==> src/rtl/tug_of_war_field.sv <==
// Tug-of-war playfield: one lit position moved by two players' press pulses,
// with round-win detection, per-player scores, hold-dark re-centring and match latch.
module tug_of_war_field #(
    parameter int NUM_LIGHTS  = 9,
    parameter int SCORE_W     = 3,
    parameter int WIN_SCORE   = 7,
    parameter int HOLD_CYCLES = 4
) (
    input  logic                  clk,
    input  logic                  reset,
    input  logic                  L,
    input  logic                  R,
    output logic [NUM_LIGHTS-1:0] lights,
    output logic                  round_win_l,
    output logic                  round_win_r,
    output logic [SCORE_W-1:0]    score_l,
    output logic [SCORE_W-1:0]    score_r,
    output logic                  match_over,
    output logic                  match_winner
);

    localparam int PW = $clog2(NUM_LIGHTS);
    localparam int HW = $clog2(HOLD_CYCLES) + 1;

    localparam logic [PW-1:0]         P_MAX  = PW'(NUM_LIGHTS - 1);
    localparam logic [PW-1:0]         P_MID  = PW'((NUM_LIGHTS - 1) / 2);
    localparam logic [HW-1:0]         H_LOAD = HW'(HOLD_CYCLES - 1);
    localparam logic [SCORE_W-1:0]    S_WIN  = SCORE_W'(WIN_SCORE);
    localparam logic [NUM_LIGHTS-1:0] ONE    = NUM_LIGHTS'(1);

    typedef enum logic [1:0] {S_PLAY, S_HOLD, S_DONE} state_t;

    state_t                  state_q, state_d;
    logic [PW-1:0]           pos_q, pos_d;
    logic [HW-1:0]           hold_q, hold_d;
    logic [SCORE_W-1:0]      sl_q, sl_d;
    logic [SCORE_W-1:0]      sr_q, sr_d;
    logic [NUM_LIGHTS-1:0]   lights_q, lights_d;
    logic                    wl_q, wl_d;
    logic                    wr_q, wr_d;
    logic                    over_q, over_d;
    logic                    winner_q, winner_d;
    logic                    win_l, win_r;
    logic                    l_only, r_only;

    assign l_only = L & ~R;
    assign r_only = R & ~L;

    always_ff @(posedge clk or posedge reset) begin
        if (reset) begin
            state_q  <= S_PLAY;
            pos_q    <= P_MID;
            hold_q   <= '0;
            sl_q     <= '0;
            sr_q     <= '0;
            lights_q <= ONE << P_MID;
            wl_q     <= 1'b0;
            wr_q     <= 1'b0;
            over_q   <= 1'b0;
            winner_q <= 1'b0;
        end else begin
            state_q  <= state_d;
            pos_q    <= pos_d;
            hold_q   <= hold_d;
            sl_q     <= sl_d;
            sr_q     <= sr_d;
            lights_q <= lights_d;
            wl_q     <= wl_d;
            wr_q     <= wr_d;
            over_q   <= over_d;
            winner_q <= winner_d;
        end
    end

    always_comb begin
        state_d = state_q;
        pos_d   = pos_q;
        hold_d  = hold_q;
        sl_d    = sl_q;
        sr_d    = sr_q;
        win_l   = 1'b0;
        win_r   = 1'b0;
        unique case (state_q)
            S_PLAY: begin
                // Simultaneous presses cancel and fall to default.
                unique case (1'b1)
                    l_only: begin
                        if (pos_q == P_MAX) win_l = 1'b1;
                        else                pos_d = pos_q + 1'b1;
                    end
                    r_only: begin
                        if (pos_q == '0) win_r = 1'b1;
                        else             pos_d = pos_q - 1'b1;
                    end
                    default: ;
                endcase
                if (win_l) sl_d = sl_q + 1'b1;
                if (win_r) sr_d = sr_q + 1'b1;
                if (win_l || win_r) begin
                    if (sl_d == S_WIN || sr_d == S_WIN) begin
                        state_d = S_DONE;
                    end else begin
                        state_d = S_HOLD;
                        hold_d  = H_LOAD;
                    end
                end
            end
            S_HOLD: begin
                if (hold_q == '0) begin
                    state_d = S_PLAY;
                    pos_d   = P_MID;
                end else begin
                    hold_d = hold_q - 1'b1;
                end
            end
            S_DONE: ;
            default: state_d = S_PLAY;
        endcase
    end

    always_comb begin
        lights_d = (state_d == S_PLAY) ? (ONE << pos_d) : '0;
        wl_d     = win_l;
        wr_d     = win_r;
        over_d   = over_q | (state_d == S_DONE);
        winner_d = winner_q;
        if (state_q != S_DONE && state_d == S_DONE) winner_d = win_l;
    end

    assign lights       = lights_q;
    assign round_win_l  = wl_q;
    assign round_win_r  = wr_q;
    assign score_l      = sl_q;
    assign score_r      = sr_q;
    assign match_over   = over_q;
    assign match_winner = winner_q;

endmodule
==> config.mk <==
export PLATFORM = sky130hd
export DESIGN_NAME = tug_of_war_field
export DESIGN_NICKNAME = d
export VERILOG_FILES = /design/src/rtl/tug_of_war_field.sv
export SDC_FILE = /design/constraint.sdc
export NUM_CORES = 1
export LEC_CHECK = 0
export ABC_AREA = 1
export ABC_CLOCK_PERIOD_IN_PS = 2200
export CAP_MARGIN = 20
export CORE_MARGIN = 5
export CORE_UTILIZATION = 23
export DETAILED_ROUTE_END_ITERATION = 10
export PLACE_DENSITY = 0.43
export SYNTH_ARGS = -nofsm -noshare
export SYNTH_HDL_FRONTEND = slang
export SYNTH_SLANG_ARGS = --single-unit
==> constraint.sdc <==
create_clock -name clk -period 2.2 [get_ports clk]
set_clock_uncertainty 0.15 [all_clocks]
set_input_delay 0.33 -clock clk [delete_from_list [all_inputs] [get_ports clk]]
set_output_delay 0.33 -clock clk [all_outputs]
set_load 0.01 [all_outputs]
==> flow_summary_export.csv <==
group,metric,value,unit
status,status,"complete, no violations",
global_routing,grt_overflow,0,
routing,wl_per_cell,10.5,µm
routing,route.vias.total,1315,
sta,report.final.slew_viol_count,0,
final_layout,final_nets,254,
synth,synth_compound_area_share,7.81,%
sta,timing.final.crit_share,91.7,%
final_layout,fin_area,0.00211,mm²
power_and_ir_drop,ir_drop,477,µV
floorplan,die_x,93.5,µm
global_routing,grt_pass1_wl,6050,µm
synth,syn_area_per_cell,7.86,µm²
sta,tightest_slew,0.372,ns
synth,synth_seq_cells,28,
synth,ys_async_sr_fraction,100,%
clock_network,clk_pin_slew,0.10,ns
worst_setup_path,crit_path_end_kind,"flop",
global_routing,grt_util_all_layers,8.58,%
worst_hold_path,hold_path.class,"input pin to asynchronous set/reset pin",
clock_network,clk_path_buf_depth,2,
routing,via_per_inst,3.90,
routing,drt-pass1-iter-count,4,
routing,drc,0,
worst_setup_path,cp_max_fo,4,
place,port_buffers,22,
routing,finalWirelength,3540,µm
worst_setup_path,ff2ff_path_depth,10,
floorplan,io_pins,23,
worst_setup_path,worstReg2RegStart,"pos_q[0]",
routing,ant_nets,0,
worst_setup_path,worstSetupStartpointType,"input pin",
synth,synth_flop_cell,"dfrtp_1",
clock_network,cts-root-buf,"clkbuf_8",
floorplan,dieArea,0.00874,mm²
clock_network,cts_tree,"yes",
synth,post_synth_inst_count,204,
sta,fmax,0.496,GHz
worst_setup_path,worst-setup-path-type,"input pin to flop",
place,place_area,0.00203,mm²
global_routing,grt_pass1_vias,1309,
final_layout,final_core_util,31.0,%
clock_network,clk_latency,0.28,ns
synth,yosys-top-cells-count,"nand2_1, inv_1, dfrtp_1",
sta,period_needed,2.02,ns
synth,syn_area,0.00160,mm²
synth,synth_cell_type_count,27,
place,place.gp.congestion,0.759,
sta,rsz0062_at_grt,"false",
worst_setup_path,r2r_end,"lights[0]",
synth,syn_nets,216,
synth,synth_edf_count,0,
worst_setup_path,rrSetupSlack,0.19,ns
clock_network,cts_buffers,3,
clock_network,cts_num_sinks,28,
global_routing,grt_max_degree,29,
synth,synth_top_family_by_area,"simple AND/OR/NAND/NOR gates",
sta,hold_viol,0,
synth,synth_area_leaders,"dfrtp_1, nand2_1, inv_1",
synth,synth_top_area_share,40.6,%
final_layout,seqCellArea,703,µm²
floorplan,die_height,93.5,µm
final_layout,synthToLayoutAreaGrowth,31.5,%
synth,synthMuxAreaShare,0,%
clock_network,cts_max_level,1,
power_and_ir_drop,power_density,1320,mW/mm²
synth,yosysTopAreaCell,"dfrtp_1",
job,cap_violations,0,
synth,synth-adder-area-share,6.25,%
synth,yosysWarnings,0,
worst_setup_path,setup.worst_path.start,"L",
power_and_ir_drop,p_leak,1.08,nW
floorplan,core,0.00679,mm²
clock_network,postCtsHoldBufs,0,
synth,ys_seq_area_share,43.9,%
final_layout,multiInputGateArea,783,µm²
sta,maxSlewHeadroom,75.2,%
routing,drtIter0Drc,69,
global_routing,antenna_found_initial,0,
sta,fin_setup_tns,0,ns
place,hpwlAfterDp,2740,µm
worst_setup_path,critPathCapture,"lights[7]",
sta,finalSetupViolCount,0,
floorplan,placementRows,30,
worst_setup_path,required,2.27,ns
synth,yosysMostFrequentCell,"nand2_1",
final_layout,final.fill_count,749,
worst_setup_path,arrival,2.08,ns
final_layout,drive_gt1_share,14.9,%
floorplan,start_util,23.6,%
power_and_ir_drop,fin_total_pwr,0.00278,W
final_layout,n_antenna_cell,0,
synth,synthSimpleGateAreaFrac,30.5,%
synth,synth_xor_area_share,2.73,%
where the power goes:
part	leakage (nW)	switching [W]	internal (W)
logic	0.693	0.000943	0.000663
clock network	0.0288	0.000169	0.000160
registers	0.356	0.000147	0.000701
total	1.08	0.00126	0.00152
metal layers:
layer	GRT usage [%]	routed length (µm)	share of wire [%]
met5	0	0	0
met4	2.93	23	0.65
met3	1.69	124	3.5
met2	13.2	1590	45
met1	12.0	1800	51
kinds of logic after synthesis:
group,after synthesis
compound gates,21
flops,28
simple gates,105
xor+xnor,5
fa+ha+maj,8
buf+inv,37
placed cells by master, fill, tap and decap left out, drive strengths merged:
cell / count
nand4: 4
o21ai: 13
clkdlybuf4s50: 22
dfrtp: 26
nor3: 1
dfstp: 2
nand3: 18
xor2: 5
clkbuf: 4
nor2: 28
inv: 35
nand2: 54
clkinv: 1
buf: 12
a21oi: 6
ha: 8
o211ai: 1
o21bai: 1
sequential cells by signal (all words and copies together) (netlist names):
name          count
match_winner      1
score_r           3
match_over        1
hold_q            3
score_l           3
round_win_r       1
lights            9
state_q           2
pos_q             4
round_win_l       1
critical path, cell delays in order:
cell	delay [ns]
clkdlybuf4s50_1	0.49
inv_1	0.05
ha_1	0.30
inv_1	0.12
nand2_1	0.10
a21oi_1	0.14
nand2_1	0.08
nand3_2	0.09
inv_1	0.06
nor2_1	0.11
nand3_1	0.09
nor2_1	0.12
area by class of cell:
cell class                 count  area share [%]
timing repair buffer          34            14.7
clock buffer                   4            2.61
inverter                      36            6.47
multi-input combinational    139            37.2
sequential                    28            33.4
tap                           96            5.70
how the worst min path moves through the flow:
stage,startpoint,to,slack (ns),cells after the start
2_1_floorplan,reset,hold_q[0],0.24,1
5_1_grt,reset,lights[6],0.30,3
4_1_cts,reset,lights[5],0.27,3
3_5_place_dp,match_over,match_over,0.30,2
3_3_place_gp,match_over,match_over,0.30,2
6_report,reset,lights[5],0.26,3
what timing repair did:
action	CTS	global route
resized for setup	1	4
buffers inserted	0	0
hold endpoints to repair	0	0
setup endpoints to repair	8	12
stage by stage:
| step | hold WS [ns] | std cells | setup slack (ns) |
|---|---|---|---|
| 6_report | 0.261 | 337 | 0.182 |
| 5_1_grt | 0.298 | 337 | 0.0124 |
| 4_1_cts | 0.269 | 337 | 0.0735 |
| 3_5_place_dp | 0.299 | 333 | -0.224 |
| 3_3_place_gp | 0.299 | 333 | -0.219 |
| 2_1_floorplan | 0.244 | 204 | 0.309 |
(Power assumes the default switching activity.)
